## config.mk

```make
export PLATFORM = sky130hd
export DESIGN_NAME = fifo_rd_stream
export DESIGN_NICKNAME = d
export VERILOG_FILES = /design/src/rtl/fifo_pkg.sv /design/src/rtl/fifo_rd_skid.sv /design/src/rtl/fifo_rd_stream.sv
export SDC_FILE = /design/constraint.sdc
export NUM_CORES = 1
export LEC_CHECK = 0
export ABC_AREA = 1
export CAP_MARGIN = 20
export CORE_MARGIN = 2
export CORE_UTILIZATION = 25
export DETAILED_ROUTE_END_ITERATION = 10
export GPL_ROUTABILITY_DRIVEN = 0
export PLACE_DENSITY = 0.54
export RECOVER_POWER = 50
export SYNTH_ARGS = -nofsm -noshare
export SYNTH_HDL_FRONTEND = slang
export SYNTH_SLANG_ARGS = --single-unit
```

## constraint.sdc

```tcl
create_clock -name clk -period 2.45 [get_ports clk]
set_clock_uncertainty 0.1 [all_clocks]
set_input_delay 0.3675 -clock clk [delete_from_list [all_inputs] [get_ports clk]]
set_output_delay 0.3675 -clock clk [all_outputs]
set_load 0.01 [all_outputs]
```

## src/rtl/fifo_pkg.sv

```systemverilog
// Shared constants and types for the FIFO read-to-stream adapter and its
// 2-entry output buffer.
package fifo_pkg;

  localparam int DATA_WIDTH_DEF = 8;
  localparam int BUF_DEPTH      = 2;

  // Output buffer occupancy; the encoding equals the entry count.
  typedef enum logic [1:0] {
    EMPTY = 2'd0,
    ONE   = 2'd1,
    TWO   = 2'd2
  } occ_e;

endpackage

```

## src/rtl/fifo_rd_skid.sv

```systemverilog
// Two-entry output buffer: head in r_buf0, tail in r_buf1. A push and a pop
// in the same cycle keep occupancy unchanged and preserve order.
module fifo_rd_skid
  import fifo_pkg::*;
#(
  parameter int DATA_WIDTH = DATA_WIDTH_DEF
) (
  input  logic                  clk,
  input  logic                  rst_n,
  input  logic                  i_flush,
  input  logic                  i_push,
  input  logic [DATA_WIDTH-1:0] i_data,
  input  logic                  i_pop,
  output logic [1:0]            o_occ,
  output logic                  o_valid,
  output logic [DATA_WIDTH-1:0] o_head
);

  occ_e                  r_state;
  occ_e                  w_state_next;
  logic [DATA_WIDTH-1:0] r_buf0;
  logic [DATA_WIDTH-1:0] r_buf1;
  logic                  w_do_pop;

  assign w_do_pop = i_pop & (r_state != EMPTY);

  // NOTE: clocked blocks use <= so every register samples pre-edge values.
  always_ff @(posedge clk or negedge rst_n) begin
    if (!rst_n) begin
      r_state <= EMPTY;
    end else begin
      r_state <= w_state_next;
    end
  end

  // NOTE: the default comes first so every path assigns w_state_next (no latch).
  always_comb begin
    w_state_next = r_state;
    if (i_flush) begin
      w_state_next = EMPTY;
    end else begin
      unique case (r_state)
        EMPTY: if (i_push) w_state_next = ONE;
        ONE: begin
          if (i_push && !w_do_pop) begin
            w_state_next = TWO;
          end else if (!i_push && w_do_pop) begin
            w_state_next = EMPTY;
          end
        end
        // Push without pop in TWO is excluded by the read-issue throttle.
        TWO: if (w_do_pop && !i_push) w_state_next = ONE;
        default: w_state_next = EMPTY;
      endcase
    end
  end

  // NOTE: both words are reset so m_data reads 0 while reset is held; a deep
  // data memory would normally be left unreset.
  always_ff @(posedge clk or negedge rst_n) begin
    if (!rst_n) begin
      r_buf0 <= '0;
      r_buf1 <= '0;
    end else if (!i_flush) begin
      unique case (r_state)
        EMPTY: if (i_push) r_buf0 <= i_data;
        ONE: begin
          if (i_push && w_do_pop) begin
            r_buf0 <= i_data;
          end else if (i_push) begin
            r_buf1 <= i_data;
          end
        end
        TWO: begin
          if (w_do_pop) begin
            r_buf0 <= r_buf1;
            if (i_push) r_buf1 <= i_data;
          end
        end
        default: ;
      endcase
    end
  end

  assign o_occ   = r_state;
  assign o_valid = (r_state != EMPTY);
  assign o_head  = r_buf0;

endmodule

```

## src/rtl/fifo_rd_stream.sv

```systemverilog
// Drains a 1-cycle-latency FIFO into a valid/ready stream via fifo_rd_skid.
// Optional pop counter output beat_cnt when FIFO_RD_STREAM_CNT_EN is defined.
module fifo_rd_stream
  import fifo_pkg::*;
#(
  parameter int DATA_WIDTH = DATA_WIDTH_DEF,
  parameter int CNT_WIDTH  = 16
) (
  input  logic                  clk,
  input  logic                  rst,
  input  logic                  flush,
  input  logic                  fifo_empty,
  input  logic [DATA_WIDTH-1:0] fifo_data_out,
  output logic                  fifo_rd_en,
  output logic                  m_valid,
  input  logic                  m_ready,
  output logic [DATA_WIDTH-1:0] m_data
`ifdef FIFO_RD_STREAM_CNT_EN
  ,
  output logic [CNT_WIDTH-1:0]  beat_cnt
`endif
);

  localparam logic [2:0] BUF_DEPTH_W = 3'(BUF_DEPTH);

  if (CNT_WIDTH < 1 || DATA_WIDTH < 1) begin : g_param_check
    $error("fifo_rd_stream: DATA_WIDTH and CNT_WIDTH must be at least 1");
  end

  logic       r_inflight;
  logic [1:0] w_occ;
  logic       w_pop;
  logic [2:0] w_occ_after;

  assign w_pop       = m_valid & m_ready;
  assign w_occ_after = {1'b0, w_occ} + {2'b00, r_inflight} - {2'b00, w_pop};

  // Reset gates the request combinationally so no read is issued while held.
  assign fifo_rd_en = rst & ~fifo_empty & ~flush & (w_occ_after < BUF_DEPTH_W);

  // Flush already forces fifo_rd_en low, which clears the flag next edge.
  always_ff @(posedge clk or negedge rst) begin
    if (!rst) begin
      r_inflight <= 1'b0;
    end else begin
      r_inflight <= fifo_rd_en;
    end
  end

  fifo_rd_skid #(
    .DATA_WIDTH (DATA_WIDTH)
  ) u_skid (
    .clk     (clk),
    .rst_n   (rst),
    .i_flush (flush),
    .i_push  (r_inflight & ~flush),
    .i_data  (fifo_data_out),
    .i_pop   (w_pop & ~flush),
    .o_occ   (w_occ),
    .o_valid (m_valid),
    .o_head  (m_data)
  );

`ifdef FIFO_RD_STREAM_CNT_EN
  logic [CNT_WIDTH-1:0] r_beat_cnt;

  always_ff @(posedge clk or negedge rst) begin
    if (!rst) begin
      r_beat_cnt <= '0;
    end else if (flush) begin
      r_beat_cnt <= '0;
    end else if (w_pop) begin
      r_beat_cnt <= r_beat_cnt + 1'b1;
    end
  end

  assign beat_cnt = r_beat_cnt;
`endif

endmodule

```

==> results of run 1 <==
## per-stage QoR
| stage | setup WS [ns] | util, % | setup TNS, ns |
|---|---|---|---|
| finish | -0.414 | 35.9 | -0.414 |
| global route | -0.508 | 35.9 | -0.508 |
| CTS | -0.433 | 36.0 | -0.433 |
| detailed placement | -0.887 | 35.0 | -1.04 |
| global placement | -0.874 | 35.0 | -1.01 |
| floorplan | -0.104 | - | -0.104 |
## cells by family after synthesis
| family | share of synthesized area [%] |
|---|---|
| buffers and inverters | 7.49 |
| adders and majority gates | 10.3 |
| DFF | 40.7 |
| AOI/OAI and AO/OA | 6.85 |
| xor gates and xnor gates | 0.750 |
| and+or+nand+nor | 33.9 |
## metal layers
layer | vias to the layer above | GRT usage (%) | routed length (um)
li1 | 517 | - | -
met1 | 441 | 13.9 | 1190
met2 | 18 | 16.4 | 1100
met3 | 2 | 1.25 | 77
met4 | 0 | 3.09 | 24
met5 | - | 0 | 0
## Yosys cell counts
| master | count |
|---|---|
| a21oi_2 | 1 |
| buf_2 | 1 |
| buf_4 | 1 |
| buf_6 | 1 |
| dfrtp_1 | 19 |
| fa_1 | 1 |
| ha_1 | 8 |
| inv_1 | 15 |
| inv_2 | 2 |
| nand2_1 | 45 |
| nand2_4 | 2 |
| nand3_1 | 12 |
| nand3_4 | 2 |
| nand3b_1 | 1 |
| nand4_1 | 8 |
| nor2_1 | 2 |
| nor2_2 | 2 |
| nor2_8 | 1 |
| nor4_1 | 1 |
| o21ai_0 | 9 |
| o21ai_1 | 2 |
| o21ai_4 | 1 |
| or2_2 | 1 |
| xor2_1 | 1 |
## cell type report
class	count	area [um2]	area share, %
sequential	19	477	30.0
timing repair buffer	33	294	18.5
tap	52	65.1	4.10
clock buffer	3	41.3	2.60
inverter	17	63.8	4.02
multi-input combinational	100	641	40.4
clock inverter	1	5.00	0.315
## flip-flops by register name, summed over array words and instances (netlist names)
register	count
r_inflight	1
u_skid.o_occ	2
u_skid.o_head	8
u_skid.r_buf1	8
## worst min-delay path: cells and delay by family (launching register included)
family	cells	cell delay [ns]
flip-flops	1	0.34
AND/OR/NAND/NOR	2	0.09
## power by group
group	internal, mW	leakage, nW	switching, mW
clock	0.113	0.0255	0.102
combinational	0.306	0.503	0.328
sequential	0.437	0.241	0.0615
total	0.856	0.770	0.492
## final timing paths
| check | depth (start not counted) | endpoint | slack (ns) | from |
|---|---|---|---|---|
| max reg2reg | 9 | r_inflight | 0.23 | u_skid.o_occ[1] |
| max in group asynchronous | 2 | u_skid.o_occ[1] | 0.79 | rst |
| min in group asynchronous | 2 | u_skid.o_head[3] | 0.79 | rst |
| min | 2 | u_skid.o_head[0] | 0.37 | u_skid.o_head[0] |
| min reg2reg | 2 | u_skid.o_head[0] | 0.37 | u_skid.o_head[0] |
| max | 9 | fifo_rd_en | -0.41 | m_ready |
## repair_timing
item | in CTS | in global routing
pin swaps | 1 | 0
setup endpoints to repair | 1 | 1
hold buffers | 0 | 0
gates resized for setup | 5 | 0
==> run_results.csv, run 1 <==
group,metric,value,unit
outcome,status,"finished, violations left",
outcome,violations,"setup timing",
place,dp.cells,221,
sta,setup_viol,1,
clocking,clk_latency,0.25,ns
sta,setup_ws,-0.414,ns
worst_setup_path,cp-start-kind,"input pin",
clocking,cts_buffers,3,
synthesis,yosysUniqueCellTypes,24,
worst_setup_path,endpoint_kind,"primary output",
sta,post-route-period-util,117,%
clocking,cts.sinks,19,
pwr,total_power,1.35,mW
finish,areaGrowthSynthToFinish,35.8,%
route,routed_wl,2390,um
finish,final_common_cell,"nand2_1",
route,via_count,978,
floorplanning,dieArea,0.00524,mm2
sta,fin_crit,2.86,ns
synthesis,seq_area_frac_synth,40.7,%
floorplanning,core,0.00441,mm2
global_route,grt_max_degree,20,
sta,fmaxAchievable,349,MHz
sta,relSlewSlack,33.0,%
worst_setup_path,crit_path_cell_trace,"clkdlybuf4s50_1 > inv_1 > nor2_1 > ha_1 > or2_4 > fa_2 > xor2_1 > nor4_4 > buf_2",
route,drtIter0Drc,43,
pwr,leakage,0.770,nW
sta,holdWs,0.366,ns
worst_setup_path,timing_worst_setup_path_type,"in -> out",
synthesis,syn_inst,139,
route,wl_per_cell,10.6,um
floorplanning,die_h,72.4,um
finish,insertedDiodeCount,0,
synthesis,synth_nets,161,
sta,rsz0062_at_grt,"yes",
floorplanning,rows,24,
worst_setup_path,crit_fanout,2,
global_route,grt_first_pass_wirelength,4220,um
floorplanning,fp.dieW,72.4,um
sta,hold_viol_final,0,
floorplanning,start_util,26.5,%
finish,finalNonFillerCells,225,
global_route,grt_pass1_vias,946,
pwr,power-per-cell-area,849,mW/mm2
finish,fill_cells,449,
route,drc,0,
job,drv_cap,0,
global_route,track_usage,10.0,%
place,numPortBuffers,22,
route,drtPass1Iterations,4,
worst_setup_path,crit_family,"buffers and inverters",
synthesis,synth_area_leader_cell,"dfrtp_1",
sta,drv_slew,0,
synthesis,synth_area_per_cell,8.41,um2
synthesis,netlist_area,0.00117,mm2
synthesis,yosys_warnings,0,
pwr,ir_drop,0.254,mV
place,dpl.hpwl,1910,um
synthesis,yosysTopAreaCellShare,40.7,%
sta,worst_pin_slew,1.00,ns
clocking,postCtsSetupBuffers,0,
global_route,grt_overflow,0,
worst_setup_path,worst_ep_required_time,1.98,ns
hold_path,min_path_type,"reg -> reg",
synthesis,synth-seq-cells,19,
worst_setup_path,slowest_stage,"clkdlybuf4s50_1",
place,place_area,0.00155,mm2
global_route,antenna_found_initial,0,
worst_setup_path,cp.buffers_inverters,3,
floorplanning,num_io_pins,23,
worst_setup_path,cpPeakStageDelay,0.47,ns
finish,drive_above_1_share,19.7,%
clocking,cts.reportedPaths.clkPinSlew,0.07,ns
synthesis,yosys-top-cells-area,"dfrtp_1 41%, nand2_1 14%, ha_1 8.6%, nand3_1 5.1%, inv_1 4.8%",
clocking,cts_tree,"built",
clocking,htreeDepth,1,
route,ant_nets,0,
finish,layout_common_cells,"44 x nand2_1, 18 x dfrtp_1, 16 x clkdlybuf4s50_1, 13 x inv_1, 12 x nand3_1",
finish,design_area,0.00159,mm2
finish,final_nets,196,
clocking,clockRootBuffer,"clkbuf_8",
route,viasPerCell,4.35,
clocking,ctsLongestPathBuffers,2,
worst_setup_path,worstPathArrival,2.40,ns
Note: power is estimated with default switching activity, not from simulation.
==> run 2, diff against run 1 <==
--- a/config.mk
+++ b/config.mk
@@ -13,6 +13,7 @@
 export GPL_ROUTABILITY_DRIVEN = 0
 export PLACE_DENSITY = 0.54
 export RECOVER_POWER = 50
+export SKIP_CTS_REPAIR_TIMING = 1
 export SYNTH_ARGS = -nofsm -noshare
 export SYNTH_HDL_FRONTEND = slang
 export SYNTH_SLANG_ARGS = --single-unit
==> run 2 against run 1 <==
  * The flow still finishes with violations (setup timing)
  * Largest cell class unchanged
  * Setup slack improved by 0.028 ns
  * Clock power is essentially flat
  * Combinational power increased by 0.6%
  * First-iteration DRC count fell by 19%
  * Largest power group unchanged
  * Critical path depth stayed put
  * Cell count is the same
  * Core utilization increased by 0.057 points
  * Final area up 0.16%
  * Count of clock-buffer cells in the layout unchanged
  * Non-clock buffer count did not move
==> run_results.csv, run 2 (synthesis gave the netlist of run 1 again) <==
group,metric,value,unit
floorplanning,num_io_pins,23,
finish,layout_common_cells,"44 x nand2_1, 18 x dfrtp_1, 16 x clkdlybuf4s50_1, 13 x inv_1, 12 x nand3_1",
worst_setup_path,crit_end,"fifo_rd_en",
worst_setup_path,worst_ep_required_time,1.98,ns
sta,setup_tns,-0.386,ns
sta,post-route-period-util,116,%
route,drtPass1Iterations,4,
floorplanning,start_util,26.5,%
pwr,sw_frac_of_total,36.5,%
finish,drive_above_1_share,20.2,%
floorplanning,dieArea,0.00524,mm2
outcome,status,"finished, violations left",
clocking,htreeDepth,1,
sta,setup_ws,-0.386,ns
sta,hold_viol_final,0,
outcome,violations,"setup timing",
worst_setup_path,crit_start,"m_ready",
clocking,cts_buffers,3,
finish,utilization,36.0,%
pwr,p_switching,0.493,mW
sta,drv_slew,0,
place,dp.cells,221,
pwr,clkPwrFrac,15.9,%
clocking,clk_latency,0.25,ns
pwr,seqPwrFrac,36.9,%
global_route,grt_pass1_vias,961,
route,via_count,972,
sta,rsz0062_at_grt,"yes",
worst_setup_path,endpoint_kind,"primary output",
route,routed_wl,2390,um
finish,insertedDiodeCount,0,
sta,fmaxAchievable,353,MHz
finish,final_common_cell,"nand2_1",
job,drv_cap,0,
global_route,grt_first_pass_wirelength,4260,um
global_route,grt_max_degree,20,
clocking,clockRootBuffer,"clkbuf_8",
route,wl_per_cell,10.6,um
worst_setup_path,worstPathArrival,2.37,ns
sta,holdWs,0.366,ns
finish,fill_cells,449,
clocking,cts_tree,"built",
pwr,power-per-cell-area,851,mW/mm2
pwr,power.share.combinational,47.3,%
worst_setup_path,r2r_slack,0.23,ns
sta,setup_viol,1,
place,place_ws,-0.887,ns
worst_setup_path,worstRegToRegCells,9,
sta,fin_crit,2.84,ns
route,drc,0,
finish,design_area,0.00159,mm2
route,drtIter0Drc,35,
pwr,p_int,0.859,mW
worst_setup_path,rr_startpoint,"u_skid.o_occ[1]",
global_route,antenna_found_initial,0,
hold_path,min_path_type,"reg -> reg",
worst_setup_path,reg2reg_to,"r_inflight",
hold_path,worstHoldPathCells,2,
pwr,total_power,1.35,mW
global_route,track_usage,10.1,%
pwr,leakage,0.770,nW
route,ant_nets,0,
clocking,cts.sinks,19,
pwr,ir_drop,0.254,mV
worst_setup_path,cp-start-kind,"input pin",
clocking,ctsLongestPathBuffers,2,
route,viasPerCell,4.32,
finish,finalNonFillerCells,225,
sta,relSlewSlack,33.0,%
global_route,grt_overflow,0,
finish,areaGrowthSynthToFinish,36.0,%
finish,final_nets,196,
worst_setup_path,timing_worst_setup_path_type,"in -> out",
floorplanning,die_h,72.4,um
place,numPortBuffers,22,
floorplanning,fp.dieW,72.4,um
sta,worst_pin_slew,1.00,ns
floorplanning,core,0.00441,mm2
place,place_area,0.00155,mm2
place,dpl.hpwl,1910,um
floorplanning,rows,24,
clocking,cts.reportedPaths.clkPinSlew,0.07,ns
worst_setup_path,crit_fanout,2,
==> run 2: cell count changes in the layout (fill, tap and decap cells not counted) <==
cell | previous run | this run
nor2_2 | 2 | 3
nor2_1 | 2 | 1
==> run 2: worst max-delay path, cell delays in order <==
cell	delay (ns)
clkdlybuf4s50_1	0.47
inv_1	0.05
nor2_2	0.07
ha_1	0.22
or2_4	0.23
fa_2	0.33
xor2_1	0.17
nor4_4	0.28
buf_2	0.17
==> run 2: worst min path at each step <==
stage / endpoint / startpoint
final: u_skid.o_head[0] / u_skid.o_head[0]
after global routing: u_skid.o_head[7] / u_skid.o_head[7]
after CTS: u_skid.o_head[7] / u_skid.o_head[7]
after detailed placement: u_skid.r_buf1[6] / u_skid.r_buf1[6]
after global placement: u_skid.o_head[3] / u_skid.o_head[3]
after floorplan: r_inflight / rst
==> run 2: routing by layer <==
metal	GRT usage, %	wire length, um	vias to the layer above
met3	1.25	62	2
met4	3.09	24	0
li1	-	-	517
met5	0	0	-
met2	16.4	1100	14
met1	14.1	1200	439
==> run 2: power groups by stage <==
stage	combinational, mW	sequential (mW)	clock [mW]
global route	0.727	0.515	0.242
detailed placement	0.660	0.507	0
floorplan	0.342	0.533	0
finish	0.639	0.499	0.215
CTS	0.661	0.501	0.223
global placement	0.647	0.502	0
==> run 2: cell type report <==
type	instances	area (um2)	area share, %
clock buffers	3	41.3	2.60
inverters	17	63.8	4.02
clock inverters	1	5.00	0.315
well taps	52	65.1	4.09
flip-flops and latches	19	477	30.0
multi-input cells	100	643	40.5
repair buffers	33	294	18.5
